--- src/rtl/tcp_tx_arb_pkg.sv ---
// Shared types for the TCP transmit arbiter: FSM states, stream/meta
// records and a small index-width helper.
package tcp_tx_arb_pkg;

  localparam int unsigned TCP_ARB_MAX_SRC = 16;

  typedef enum logic [1:0] {
    ARB_IDLE,
    ARB_GRANT,
    ARB_XFER,
    ARB_GAP
  } tcp_arb_fsm_t;

  // One payload byte plus framing flags.
  typedef struct packed {
    logic [7:0] dat;
    logic       vld;
    logic       sof;
    logic       eof;
    logic       err;
  } tcp_strm_t;

  // Per-packet header information handed to the IPv4 formatter.
  typedef struct packed {
    logic [31:0] ipv4_dst;
    logic [15:0] src_port;
    logic [15:0] dst_port;
    logic [15:0] len;
  } tcp_meta_t;

  function automatic int unsigned arb_idx_w(input int unsigned n);
    return (n > 1) ? $clog2(n) : 1;
  endfunction

endpackage

--- src/rtl/tcp_tx_arb_rr_pick.sv ---
// rr_pick: combinational round-robin priority encoder.
// Returns the first asserted request at or after ptr_i, wrapping from
// N-1 back to 0. Reusable by any arbiter that keeps its own pointer.
module rr_pick #(
  parameter int unsigned N  = 4,
  parameter int unsigned IW = (N > 1) ? $clog2(N) : 1
) (
  input  logic [N-1:0]  req_i,
  input  logic [IW-1:0] ptr_i,
  output logic [N-1:0]  gnt_oh_o,
  output logic [IW-1:0] idx_o,
  output logic          hit_o
);

  int unsigned pos;

  // Walk offsets from farthest to nearest so the nearest hit overwrites the rest.
  always_comb begin
    gnt_oh_o = '0;
    idx_o    = '0;
    hit_o    = 1'b0;
    pos      = 0;
    for (int unsigned k = 0; k < N; k++) begin
      pos = (32'(ptr_i) + N - 1 - k) % N;
      if (req_i[IW'(pos)]) begin
        hit_o               = 1'b1;
        idx_o               = IW'(pos);
        gnt_oh_o            = '0;
        gnt_oh_o[IW'(pos)]  = 1'b1;
      end
    end
  end

endmodule

--- src/rtl/tcp_tx_arb.sv ---
// tcp_tx_arb: round-robin arbiter sharing one TCP transmit path among
// N_SRC connection engines. Forwards the granted source's meta/stream
// downstream and routes req/acc/done back to that source only.
// Optional watchdog release: define TCP_TX_ARB_WDOG_EN.
module tcp_tx_arb
  import tcp_tx_arb_pkg::*;
#(
  parameter int unsigned N_SRC         = 4,
  parameter int unsigned TIMEOUT_TICKS = 65535
) (
  input  logic                 clk,
  input  logic                 rst,
  // requesting engines
  input  tcp_strm_t            src_strm_i [N_SRC],
  input  tcp_meta_t            src_meta_i [N_SRC],
  input  logic [N_SRC-1:0]     src_rdy_i,
  output logic [N_SRC-1:0]     src_req_o,
  output logic [N_SRC-1:0]     src_acc_o,
  output logic [N_SRC-1:0]     src_done_o,
  // shared downstream path
  output tcp_strm_t            dst_strm_o,
  output tcp_meta_t            dst_meta_o,
  output logic                 dst_rdy_o,
  input  logic                 dst_req_i,
  input  logic                 dst_acc_i,
  input  logic                 dst_done_i,
  // status
  output logic [N_SRC-1:0]     gnt_oh_o,
  output logic                 busy_o,
  output logic                 wdog_o
);

  localparam int unsigned IW = arb_idx_w(N_SRC);

  tcp_arb_fsm_t     state_q, state_d;
  logic [IW-1:0]    gnt_q, gnt_d;
  logic [IW-1:0]    ptr_q, ptr_d;
  logic [N_SRC-1:0] gnt_oh_q, gnt_oh_d;
  logic             dst_rdy_q, dst_rdy_d;
  tcp_meta_t        dst_meta_q, dst_meta_d;
  tcp_strm_t        dst_strm_q, dst_strm_d;

  logic [N_SRC-1:0] pick_oh;
  logic [IW-1:0]    pick_idx;
  logic             pick_hit;
  logic             wd_fire;

  tcp_strm_t        strm_v [N_SRC];
  tcp_meta_t        meta_v [N_SRC];
  tcp_strm_t        sel_strm;
  tcp_meta_t        sel_meta;

  for (genvar g = 0; g < N_SRC; g++) begin : g_unpack
    assign strm_v[g] = src_strm_i[g];
    assign meta_v[g] = src_meta_i[g];
  end

  assign sel_strm = strm_v[gnt_q];
  assign sel_meta = meta_v[gnt_q];

  rr_pick #(
    .N  (N_SRC),
    .IW (IW)
  ) u_pick (
    .req_i    (src_rdy_i),
    .ptr_i    (ptr_q),
    .gnt_oh_o (pick_oh),
    .idx_o    (pick_idx),
    .hit_o    (pick_hit)
  );

`ifdef TCP_TX_ARB_WDOG_EN
  localparam int unsigned CW = $clog2(TIMEOUT_TICKS + 1);

  logic [CW-1:0] wd_cnt_q, wd_cnt_d;

  // Watchdog counter: restarts on each grant, runs while a grant is active.
  always_comb begin
    wd_cnt_d = wd_cnt_q;
    if (state_q == ARB_IDLE && pick_hit) begin
      wd_cnt_d = '0;
    end else if (state_q == ARB_GRANT || state_q == ARB_XFER) begin
      wd_cnt_d = wd_cnt_q + CW'(1);
    end
  end

  // Watchdog counter register.
  always_ff @(posedge clk) begin
    if (rst) wd_cnt_q <= '0;
    else     wd_cnt_q <= wd_cnt_d;
  end

  assign wd_fire = !rst && (state_q == ARB_GRANT || state_q == ARB_XFER) &&
                   (wd_cnt_q == CW'(TIMEOUT_TICKS));
`else
  logic unused_timeout;
  assign unused_timeout = ^TIMEOUT_TICKS;
  assign wd_fire        = 1'b0;
`endif

  // Next-state logic; a pointer advance happens only on leaving GAP.
  always_comb begin
    state_d    = state_q;
    gnt_d      = gnt_q;
    gnt_oh_d   = gnt_oh_q;
    ptr_d      = ptr_q;
    dst_rdy_d  = dst_rdy_q;
    dst_meta_d = dst_meta_q;
    dst_strm_d = '0;
    unique case (state_q)
      ARB_IDLE: begin
        if (pick_hit) begin
          state_d    = ARB_GRANT;
          gnt_d      = pick_idx;
          gnt_oh_d   = pick_oh;
          dst_rdy_d  = 1'b1;
          dst_meta_d = meta_v[pick_idx];
        end
      end
      ARB_GRANT: begin
        dst_meta_d = sel_meta;
        if (wd_fire) begin
          state_d   = ARB_GAP;
          dst_rdy_d = 1'b0;
        end else if (dst_acc_i) begin
          // acc+done together is a zero-length payload: skip XFER.
          if (dst_done_i) begin
            state_d   = ARB_GAP;
            dst_rdy_d = 1'b0;
          end else begin
            state_d = ARB_XFER;
          end
        end else if (!src_rdy_i[gnt_q]) begin
          state_d   = ARB_IDLE;
          dst_rdy_d = 1'b0;
          gnt_oh_d  = '0;
        end
      end
      ARB_XFER: begin
        if (wd_fire || dst_done_i) begin
          state_d   = ARB_GAP;
          dst_rdy_d = 1'b0;
        end else begin
          dst_strm_d = sel_strm;
        end
      end
      ARB_GAP: begin
        state_d  = ARB_IDLE;
        gnt_oh_d = '0;
        ptr_d    = (gnt_q == IW'(N_SRC - 1)) ? '0 : gnt_q + IW'(1);
      end
      default: state_d = ARB_IDLE;
    endcase
  end

  // State and datapath registers.
  always_ff @(posedge clk) begin
    if (rst) begin
      state_q    <= ARB_IDLE;
      gnt_q      <= '0;
      gnt_oh_q   <= '0;
      ptr_q      <= '0;
      dst_rdy_q  <= 1'b0;
      dst_meta_q <= '0;
      dst_strm_q <= '0;
    end else begin
      state_q    <= state_d;
      gnt_q      <= gnt_d;
      gnt_oh_q   <= gnt_oh_d;
      ptr_q      <= ptr_d;
      dst_rdy_q  <= dst_rdy_d;
      dst_meta_q <= dst_meta_d;
      dst_strm_q <= dst_strm_d;
    end
  end

  // Return handshake routed to the granted source only; silenced during reset.
  always_comb begin
    src_req_o  = '0;
    src_acc_o  = '0;
    src_done_o = '0;
    if (!rst) begin
      if (state_q == ARB_GRANT) begin
        src_acc_o[gnt_q]  = dst_acc_i;
        src_done_o[gnt_q] = dst_acc_i & dst_done_i;
      end
      if (state_q == ARB_XFER) begin
        src_req_o[gnt_q]  = dst_req_i;
        src_done_o[gnt_q] = dst_done_i;
      end
      if (wd_fire) begin
        src_done_o[gnt_q] = 1'b1;
      end
    end
  end

  // Downstream outputs; a watchdog release overrides rdy and flags err.
  always_comb begin
    dst_rdy_o  = dst_rdy_q & ~wd_fire;
    dst_strm_o = dst_strm_q;
    if (wd_fire) begin
      dst_strm_o     = '0;
      dst_strm_o.err = 1'b1;
    end
  end

  assign dst_meta_o = dst_meta_q;
  assign gnt_oh_o   = gnt_oh_q;
  assign busy_o     = (state_q != ARB_IDLE);
  assign wdog_o     = wd_fire;

endmodule
--- config.mk ---
export PLATFORM = sky130hd
export DESIGN_NAME = tcp_tx_arb
export DESIGN_NICKNAME = d
export VERILOG_FILES = /design/src/rtl/tcp_tx_arb_pkg.sv /design/src/rtl/tcp_tx_arb_rr_pick.sv /design/src/rtl/tcp_tx_arb.sv
export SDC_FILE = /design/constraint.sdc
export NUM_CORES = 1
export LEC_CHECK = 0
export CORE_AREA = 2 2 192 194
export DETAILED_ROUTE_END_ITERATION = 16
export DIE_AREA = 0 0 194 196
export PLACE_DENSITY_LB_ADDON = 0.05
export SYNTH_ARGS = -nofsm -noshare
export SYNTH_HDL_FRONTEND = slang
export SYNTH_SLANG_ARGS = --single-unit
--- constraint.sdc ---
create_clock -name clk -period 8.03 [get_ports clk]
set_input_delay 1.606 -clock clk [delete_from_list [all_inputs] [get_ports clk]]
set_output_delay 1.606 -clock clk [all_outputs]
set_load 0.01 [all_outputs]
# [Word-level counts from Yosys, hierarchy flattened]
# Cells that the tools add are included.
[word_totals] ff_bits=103 wordCells=132 inputBits=377 output_inout_bits=111
[classes] reduce_logical=16 bitwise_logic=7 n_lt_le_gt_ge=12 n_addsub=6 eq_ne=9 n_mux=68
[ops] cell="two-way mux 80 bit" n=5
[ops] cell="binary-select mux 80 bit (select 2 bit)" n=2
[ops] cell="case mux 80 bit (2 select lines)" n=1
[ops] cell="two-way mux 4 bit" n=15
[ops] cell="binary-select mux 12 bit (select 2 bit)" n=1
[ops] cell="two-way mux 12 bit" n=2
[ops] cell="two-way mux 1 bit" n=19
[ops] cell="two-way mux 2 bit" n=9
[ops] cell="less-than comparator 2 x 3 -> 1 bit, second input constant" n=5
[ops] cell="AND 4 bit" n=3
[ops] cell="case mux 4 bit (3 select lines)" n=1
[ops] cell="binary-select mux 1 bit (select 2 bit)" n=5
[ops] cell="demux 1 bit (select 2 bit)" n=5
[ops] cell=">= comparator 2 x 1 -> 1 bit, second input constant" n=5
[ops] cell="!= test 2 bit, second input constant" n=4
[ops] cell="case mux 2 bit (4 select lines)" n=1
[ops] cell="equality test 2 bit, second input constant" n=3
[ops] cell=">= comparator 3 bit, second input constant" n=2
[ops] cell="inverter 2 -> 3 bit" n=2
[ops] cell="AND reduction 3 bit" n=2
[ops] cell="nonzero test 3 bit" n=2
[ops] cell="logical AND 1 bit" n=5
[ops] cell="adder 2 x 1 -> 2 bit, second input constant" n=2
[ops] cell="bitwise mux 4 bit" n=1
[ops] cell="12 further kinds" n=16

# [Logic depth before layout (Yosys ltp)]
# Gate-level depths: netlist of run 1.
[depth] ltp_word=14 ltp_mapped=13 depth_no_buf=8

# [Hierarchy]
# From an unflattened synthesis of run 1, not the netlist that was laid out.
[unflattened] cells_unflattened=870 area_unflattened_um2=8720.9
[by_module_without_submodules] mod="tcp_tx_arb" area_each_um2=8079.0 instances=1 seq_area_each_um2=2062.0 cells_each=788
[by_module_without_submodules] mod="rr_pick" area_each_um2=641.9 instances=1 seq_area_each_um2=0.0 cells_each=82

# [Worst setup path after synthesis of run 1]
# Ideal clock, no wire load.
[synth_timing] path_kind="input to output" start="input rst" end="output src_acc_o[2]" n_path_buf=2 path_slack_ns=4.119 cell_stages=3 t_arrival_ns=2.305 required_ns=6.424 path_cell_list="clkbuf_1 > clkbuf_1 > nor3b_1"
[synth_between] elab_chain_len=1
[synth_rtl] element="start, declared" line="tcp_tx_arb.sv:12" text="input logic rst,"
[synth_rtl] element="two-way mux 4 bit" line="tcp_tx_arb.sv:182" text="if (!rst) begin"
[synth_rtl] element="end, declared" line="tcp_tx_arb.sv:18" text="output logic [N_SRC-1:0] src_acc_o,"
# No other way between the ends.

# [Worst setup path in the final report of run 1]
[layout_timing] start="input rst" end="output src_acc_o[0]"
# The elaborated chain is that of the path after synthesis.

==> results of run 1 <==
==> per-stage QoR <==
stage	area (um2)	util, %	total power, mW	hold slack [ns]	worst slack (ns)
floorplan	10000	-	1.54	0.476	4.12
detailed placement	15000	41.5	2.26	0.446	2.79
CTS	15300	42.4	2.77	0.456	2.90
finish	15300	42.4	2.73	0.454	2.94
global placement	15000	41.5	2.26	0.447	2.85
global route	15300	42.4	2.90	0.480	2.80
==> power groups by stage <==
| stage | Clock, mW | Combinational, mW | Sequential (mW) |
|---|---|---|---|
| 2_1_floorplan | 0 | 0.764 | 0.777 |
| 3_3_place_gp | 0 | 1.51 | 0.746 |
| 3_5_place_dp | 0 | 1.51 | 0.747 |
| 4_1_cts | 0.516 | 1.52 | 0.737 |
| 5_1_grt | 0.532 | 1.61 | 0.751 |
| 6_report | 0.499 | 1.50 | 0.735 |
==> kinds of logic after synthesis <==
family	synth area share, %
AND/OR/NAND/NOR	28.0
buffers and inverters	7.36
multiplexers	22.9
flip-flops	20.6
other	0.0375
adder cells (fa/ha/maj)	2.00
AO/OA/AOI/OAI	19.1
==> synth_stat cells, types with 10 or more instances <==
| library cell | instances |
|---|---|
| nand3_2 | 20 |
| buf_6 | 12 |
| ha_1 | 16 |
| nor2_1 | 183 |
| buf_2 | 38 |
| inv_1 | 11 |
| dfxtp_1 | 103 |
| mux4_2 | 95 |
| nor2b_1 | 13 |
| nand3_1 | 300 |
| clkbuf_1 | 85 |
| a32o_1 | 80 |
| and2_1 | 10 |
| o21ai_0 | 169 |
| nand2_1 | 14 |
==> placed cells by master (no fill, tap or decap), types with 11 or more instances in the layout <==
cell and count:
nand2_1 13, clkdlybuf4s50_1 486, nor2_1 183, inv_1 11, mux4_2 95, nor2b_1 13
ha_1 16, nand3_1 300, buf_4 19, a32o_1 80, o21ai_0 169, nand3_2 20
dfxtp_1 101
==> state kept, by name, indices dropped and copies added (netlist names), named ones only <==
register and flops:
dst_meta_o 80, dst_rdy_o 1, dst_strm_o 12, gnt_oh_o 4, gnt_q 2, ptr_q 2
state_q 1
==> critical path: stages <==
cell	delay, ns
clkdlybuf4s50_1	0.82
nand2b_1	0.38
nor2_1	0.12
clkdlybuf4s50_1	0.56
==> cell type report <==
cell class                 instances  area [um2]
sequential                       103        2070
clock buffer                      13         270
inverter                          12        45.0
antenna                            8        20.0
fill                            3646       20800
timing repair buffer             506        5030
clock inverter                     3        40.0
tap                              468         586
multi-input combinational        975        7250
==> per-layer routing <==
| layer | GRT usage (%) | share of wire (%) | vias to the layer above |
|---|---|---|---|
| met4 | 7.32 | 2.1 | 4 |
| met3 | 7.37 | 9.6 | 55 |
| met5 | 0 | 0.047 | - |
| li1 | - | - | 5454 |
| met2 | 41.7 | 49 | 538 |
| met1 | 29.3 | 39 | 5793 |
==> worst paths after layout <==
kind | startpoint | end | slack (ns)
worst max-delay path | rst | src_acc_o[0] | 2.94
worst max register to register | ptr_q[0] | dst_meta_o[32] | 3.73
worst min-delay path | gnt_oh_o[1] | gnt_oh_o[1] | 0.45
worst min register to register | gnt_oh_o[1] | gnt_oh_o[1] | 0.45
==> flow_metrics.py, run 1 <==
metrics = {
    "critical_path": {
        "reg2reg_depth": 10,
        "worstPathRequired_ns": 6.42,
        "crit_path_max_fanout": 21,
        "critPathKind": "in -> out",
        "start_kind": "primary input",
        "arrival_ns": 3.48,
        "endpoint_kind": "primary output",
    },
    "timing": {
        "grt_setup_unrepaired": "false",
        "fin_skew_ns": 0.0116,
        "min_period_ns": 5.09,
        "fmaxAchievable_mhz": 197,
        "maxSlewHeadroom_pct": 24.1,
        "tns_ns": 0,
        "setup_viol": 0,
        "worst_slew_pin_slew_ns": 1.14,
        "fin_crit_sh_pct": 63.3,
        "timing_hold_violations_final": 0,
        "slew_violations": 0,
    },
    "power": {
        "seq_power_share_pct": 26.9,
        "power_density_nw_per_um2": 178,
        "p_int_mw": 1.68,
        "vdd_ir_drop_max_v": 0.000125,
        "switchingPower_mw": 1.05,
        "p_leak_nw": 5.22,
        "pwr-share-comb_pct": 54.8,
        "clockPowerShare_pct": 18.3,
        "sw_frac_of_total_pct": 38.3,
    },
    "global_route": {
        "grt_pass1_vias": 11600,
        "grt_pass1_wl_um": 71900,
        "antenna_found_initial": 10,
        "grt_usage_pct": 24.3,
        "gr-total-overflow": 0,
        "grt_max_degree": 83,
    },
    "yosys": {
        "avgSynthCellArea_um2": 8.10,
        "yosys.area.top_type_share_pct": 21.4,
        "synth_ff_type": "dfxtp_1",
        "ys_ff_latch": 103,
        "synth_edf_count": 0,
        "syn_nets": 1627,
        "ys_warn_count": 0,
        "syn_inst": 1234,
        "ys_seq_area_share_pct": 20.6,
        "yosysTopAreaCell": "mux4_2",
        "ys_top_cells_by_area": "mux4_2 21%, dfxtp_1 21%, nand3_1 15%, o21ai_0 8.5%, a32o_1 8.0%",
        "ys_types": 54,
        "async_reset_ff_share_pct": 0,
        "syn_area_um2": 10000,
    },
    "clock_network": {
        "hold_buffers": 0,
        "ctsResizeCount": 0,
        "cts_tree": "done",
        "clk_latency_ns": 0.37,
        "h-tree-depth": 3,
        "numCtsBuffers": 9,
        "postCtsSetupBuffers": 0,
        "cts.sinks": 103,
        "cts_max_path_buffers": 2,
        "cts_root_buf": "clkbuf_16",
        "clk_pin_slew_ns": 0.08,
    },
    "worst_hold_path": {
        "hold_path_class": "reg -> reg",
        "whs_path_depth": 2,
    },
    "place": {
        "io_buffers": 486,
        "place_congestion": 0.813,
        "placed_cells": 2064,
        "hpwl_um": 32900,
    },
    "drt": {
        "antenna_left": 0,
        "drt_wl_total_um": 48500,
        "drcViolationCount": 0,
        "firstDrtPassIters": 5,
        "drt_iter0_drc": 742,
        "vias": 11800,
        "wire_per_inst_um": 23.2,
        "vias_per_cell": 5.67,
    },
    "layout": {
        "fin_nets": 2000,
        "syn2layout_area_growth_pct": 53.1,
        "final_cells": 2088,
        "drive_above_1_share_pct": 10.7,
    },
    "die": {
        "die_y_um": 196,
        "die_w_um": 194,
        "dieArea_um2": 38000,
        "initial_core_util_pct": 27.7,
        "io_pins": 488,
        "rows": 70,
        "core_um2": 36100,
    },
    "run_status": {
        "status": "complete, no violations",
    },
    "run": {
        "drv_cap": 0,
    },
}
Power figures use the tool's default switching activity.
==> run 2, diff against run 1 <==
==> constraint.sdc (replaced) <==
create_clock -name clk -period 4.6 [get_ports clk]
set_input_delay 0.92 -clock clk [delete_from_list [all_inputs] [get_ports clk]]
set_output_delay 0.92 -clock clk [all_outputs]
set_load 0.01 [all_outputs]
==> run 2 against run 1 <==
  * Sequential power increased by 71%
  * Die area unchanged
  * Count of clock-buffer cells in the layout up 1
  * Sequential share of layout area fell by 0.098 points
  * Flip-flop and latch count did not move
  * Non-clock buffer count is 7 higher
  * Clock skew is 0.0035 ns lower
  * Critical path depth up 4
  * Via count down 0.52%
  * Routed wire length fell by 1.4%
  * Utilization is 0.31 points higher
  * Combinational power increased by 77%
==> flow_metrics.py, run 2 (synthesized netlist as in run 1, its figures left out) <==
metrics = {
    "critical_path": {
        "crit_top_cell": "nand3_1",
        "crit_family": "simple AND/OR/NAND/NOR gates",
        "arrival_ns": 3.91,
        "worstPathRequired_ns": 4.92,
        "worstPathCellList": "clkdlybuf4s50_1, mux4_2, nor4_4, or4_4, buf_4, nand3_1, nand3_1, a32o_1",
        "path_buf_inv": 2,
        "r2r_slack_ns": 1.12,
        "crit_path_max_fanout": 26,
        "start_kind": "primary input",
        "critPathKind": "in -> reg",
        "critical-path-max-stage-delay_ns": 0.64,
        "endpoint_kind": "flop",
        "slowest_stage": "mux4_2",
    },
    "timing": {
        "fin_skew_ns": 0.00806,
        "maxSlewHeadroom_pct": 34.6,
        "timing_hold_violations_final": 0,
        "setup_ws_ns": 1.01,
        "min_period_ns": 3.59,
        "setup_viol": 0,
        "fin_crit_sh_pct": 78.1,
        "holdWs_ns": 0.466,
        "fmaxAchievable_mhz": 278,
        "grt_setup_unrepaired": "false",
        "worst_slew_pin_slew_ns": 0.981,
        "tns_ns": 0,
        "slew_violations": 0,
    },
    "clock_network": {
        "postCtsSetupBuffers": 0,
        "h-tree-depth": 3,
        "clk_latency_ns": 0.37,
        "cts_max_path_buffers": 2,
        "clk_pin_slew_ns": 0.08,
        "cts.sinks": 103,
        "numCtsBuffers": 9,
        "hold_buffers": 0,
        "cts_root_buf": "clkbuf_16",
        "cts_tree": "done",
        "ctsResizeCount": 0,
    },
    "power": {
        "p_leak_nw": 5.26,
        "vdd_ir_drop_max_v": 0.000203,
        "power_density_nw_per_um2": 304,
    },
    "layout": {
        "syn2layout_area_growth_pct": 54.2,
        "largest_reg_flops": 80,
        "fin_util_pct": 42.7,
        "final_cells": 2094,
        "layout_common_cells": "486 x clkdlybuf4s50_1, 300 x nand3_1, 183 x nor2_1, 169 x o21ai_0, 101 x dfxtp_1",
        "fin_nets": 2007,
        "final_common_cell": "clkdlybuf4s50_1",
        "drive_above_1_share_pct": 10.9,
    },
    "global_route": {
        "grt_pass1_vias": 11500,
        "antenna_found_initial": 12,
        "grt_pass1_wl_um": 71800,
        "gr-total-overflow": 0,
        "grt_max_degree": 119,
        "grt_usage_pct": 24.4,
    },
    "die": {
        "die_w_um": 194,
        "io_pins": 488,
        "initial_core_util_pct": 27.7,
        "rows": 70,
        "dieArea_um2": 38000,
        "die_y_um": 196,
        "core_um2": 36100,
    },
    "worst_hold_path": {
        "hold_path_class": "reg -> reg",
    },
    "place": {
        "post-place-ws_ns": 0.631,
        "io_buffers": 486,
        "hpwl_um": 32600,
        "placed_cells": 2071,
        "place_congestion": 0.832,
    },
    "drt": {
        "drt_iter0_drc": 913,
        "vias_per_cell": 5.63,
        "drt_wl_total_um": 47800,
        "antenna_left": 0,
        "drcViolationCount": 0,
        "firstDrtPassIters": 5,
        "wire_per_inst_um": 22.8,
        "vias": 11800,
    },
    "run_status": {
        "status": "complete, no violations",
    },
    "run": {
        "drv_cap": 0,
    },
}
## run 2: worst paths after layout
check / start / end / depth (start not counted)
max: src_rdy_i[2] / dst_meta_o[78] / 8
min: dst_meta_o[18] / dst_meta_o[18] / 1
max reg2reg: ptr_q[1] / dst_meta_o[78] / 9
min reg2reg: dst_meta_o[18] / dst_meta_o[18] / 1
## run 2: worst reg2reg max path, cell delays in order, from the launching register on
cell	delay, ns
dfxtp_1	0.46
inv_1	0.16
ha_1	0.40
mux4_2	0.63
nor4_4	0.47
or4_4	0.54
buf_4	0.37
nand3_1	0.12
nand3_1	0.13
a32o_1	0.16
## run 2: cell type report
class	instances	area, um2
inverter	12	45.0
fill	3680	20700
sequential	103	2070
timing repair buffer	513	5180
multi-input combinational	975	7250
antenna	8	20.0
clock buffer	14	264
clock inverter	1	5.00
tap	468	586
## run 2: report_power, final
| part | leakage, nW | internal [mW] | switching [mW] |
|---|---|---|---|
| Combinational | 4.28 | 1.38 | 1.27 |
| Sequential | 0.853 | 1.12 | 0.139 |
| Clock | 0.133 | 0.395 | 0.385 |
| Total | 5.26 | 2.90 | 1.80 |
## run 2: metal layers
metal	global-route usage, %	up-vias	part of all wire [%]
met5	0	-	0.11
li1	-	5467	-
met4	9.23	8	2.9
met2	41.0	545	49
met1	29.2	5688	39
met3	7.36	74	8.9
## run 2: per-stage QoR
stage | cell area [um2] | total power [mW]
after floorplan | 10000 | 2.69
after global placement | 15100 | 3.96
after global routing | 15400 | 5.01
final | 15400 | 4.69
after CTS | 15400 | 4.77
after detailed placement | 15100 | 3.96
==> run 3, diff against run 2 <==
==> constraint.sdc (replaced) <==
create_clock -name clk -period 3 [get_ports clk]
set_input_delay 0.6 -clock clk [delete_from_list [all_inputs] [get_ports clk]]
set_output_delay 0.6 -clock clk [all_outputs]
set_load 0.01 [all_outputs]
==> run 3 against run 2 <==
  * Die area unchanged
  * Final area grew 4.9%
  * First-iteration DRC count fell by 19%
  * Global-route usage is 0.41 points lower
  * Largest power group unchanged
  * Critical path depth fell by 2
  * Clock skew rose by 0.0035 ns
  * Largest cell class unchanged
  * Clock power increased by 76%
==> flow_metrics.py, run 3 (synthesized netlist as in run 1, its figures left out) <==
metrics = {
    "run_status": {
        "status": "complete, no violations",
    },
    "critical_path": {
        "arrival_ns": 2.22,
        "endpoint_kind": "primary output",
        "critical-path-max-stage-delay_ns": 0.53,
        "start_kind": "primary input",
        "worstPathCellList": "clkdlybuf4s50_1, and2_1, o21ai_1, nor2_1, and2_1, clkdlybuf4s50_1",
        "crit_path_max_fanout": 4,
        "critPathKind": "in -> out",
        "worstPathRequired_ns": 2.40,
        "slowest_stage": "clkdlybuf4s50_1",
    },
    "clock_network": {
        "cts.sinks": 103,
        "clk_pin_slew_ns": 0.07,
        "clk_latency_ns": 0.37,
        "cts_tree": "done",
        "h-tree-depth": 3,
        "cts_max_path_buffers": 2,
        "cts_root_buf": "clkbuf_16",
        "hold_buffers": 0,
        "numCtsBuffers": 9,
    },
    "power": {
        "power_density_nw_per_um2": 469,
        "p_leak_nw": 5.64,
        "sw_frac_of_total_pct": 37.0,
        "p_int_mw": 4.78,
        "power_mw": 7.59,
        "seq_power_share_pct": 25.6,
        "clockPowerShare_pct": 18.1,
        "vdd_ir_drop_max_v": 0.000315,
        "pwr-share-comb_pct": 56.3,
        "switchingPower_mw": 2.81,
    },
    "die": {
        "dieArea_um2": 38000,
        "die_w_um": 194,
        "die_y_um": 196,
        "core_um2": 36100,
        "io_pins": 488,
        "rows": 70,
        "initial_core_util_pct": 27.7,
    },
    "global_route": {
        "grt_pass1_wl_um": 71400,
        "globalRouteMet1Util_pct": 29.8,
        "grt_max_degree": 95,
        "gr-total-overflow": 0,
        "use_met2_pct": 40.5,
        "antenna_found_initial": 12,
        "top_usage_layer": "met2",
        "grt_pass1_vias": 11600,
        "grt.met3_usage_pct": 6.21,
        "grt_usage_pct": 24.0,
    },
    "layout": {
        "final_common_cell": "clkdlybuf4s50_1",
        "syn2layout_area_growth_pct": 61.7,
        "fin_nets": 2059,
        "fillerInstances": 3631,
        "layout_common_cells": "486 x clkdlybuf4s50_1, 300 x nand3_1, 183 x nor2_1, 166 x o21ai_0, 101 x dfxtp_1",
        "final_area_um2": 16200,
        "drive_above_1_share_pct": 14.1,
        "final_cells": 2149,
        "largest_reg_flops": 80,
    },
    "drt": {
        "wire_per_inst_um": 22.3,
        "firstDrtPassIters": 5,
        "drt_iter0_drc": 735,
        "antenna_left": 0,
        "vias": 12000,
        "drt_wl_total_um": 47900,
        "vias_per_cell": 5.57,
        "drcViolationCount": 0,
    },
    "timing": {
        "fmaxAchievable_mhz": 355,
        "maxSlewHeadroom_pct": 45.7,
        "fin_skew_ns": 0.0115,
        "slew_violations": 0,
        "worst_slew_pin_slew_ns": 0.815,
        "timing_hold_violations_final": 0,
        "min_period_ns": 2.82,
        "fin_crit_sh_pct": 93.9,
        "grt_setup_unrepaired": "false",
        "setup_viol": 0,
    },
    "place": {
        "hpwl_um": 33700,
        "placed_cells": 2122,
        "place_congestion": 0.840,
        "io_buffers": 486,
        "placed_cell_area_um2": 15800,
    },
    "run": {
        "drv_cap": 0,
    },
    "worst_hold_path": {
        "hold_path_class": "reg -> reg",
    },
}
-- run 3: cell count changes in the layout (fill, tap and decap cells not counted), sizes merged --
cell / delta
diode: +2
buf: +52
bufinv: +1
-- run 3: stage by stage --
stage,hold WS [ns],util (%),worst slack (ns),setup TNS [ns]
global placement,0.450,43.7,-0.144,-8.73
floorplan,0.476,-,0.0442,0
CTS,0.468,44.6,0.123,0
finish,0.460,44.8,0.184,0
global route,0.482,44.8,0.000851,0
detailed placement,0.453,43.7,-0.174,-10.77
-- run 3: routing by layer --
| layer | routed length (um) | vias to the layer above |
|---|---|---|
| li1 | - | 5572 |
| met1 | 19300 | 5788 |
| met2 | 23500 | 546 |
| met3 | 4070 | 54 |
| met4 | 976 | 4 |
| met5 | 24 | - |
-- run 3: cell type report --
| class | count | area [um2] | share of cell area [%] |
|---|---|---|---|
| multi-input cells | 975 | 7280 | 45.0 |
| repair buffers | 565 | 5840 | 36.1 |
| flip-flops and latches | 103 | 2070 | 12.8 |
| well taps | 468 | 586 | 3.62 |
| clock buffers | 14 | 294 | 1.82 |
| inverters | 12 | 45.0 | 0.279 |
| clock inverters | 2 | 35.0 | 0.217 |
| diodes | 10 | 25.0 | 0.155 |
-- run 3: critical path, delay by kind of cell --
| family | cells | cell delay (ns) |
|---|---|---|
| AOI/OAI and AO/OA | 1 | 0.10 |
| buffers and inverters | 2 | 1.02 |
| and+or+nand+nor | 3 | 0.49 |
-- run 3: final timing paths --
check,start,endpoint,slack (ns),depth (start not counted)
max,dst_acc_i,src_done_o[3],0.18,6
min,gnt_oh_o[3],gnt_oh_o[3],0.46,2
max reg2reg,ptr_q[1],dst_meta_o[14],0.19,11
min reg2reg,gnt_oh_o[3],gnt_oh_o[3],0.46,2
-- run 3: power by group through the flow --
stage          Combinational (mW)  Sequential [mW]  Clock, mW
2_1_floorplan                2.04             2.08          0
3_3_place_gp                 4.29             1.98          0
3_5_place_dp                 4.30             1.97          0
4_1_cts                      4.32             1.95       1.43
5_1_grt                      4.61             1.98       1.47
6_report                     4.27             1.94       1.37
-- run 3: timing repair --
action / in CTS / in global routing
endpoints found under the setup margin: 0 / 66
setup buffers: 0 / 1
gates resized for setup: 0 / 8
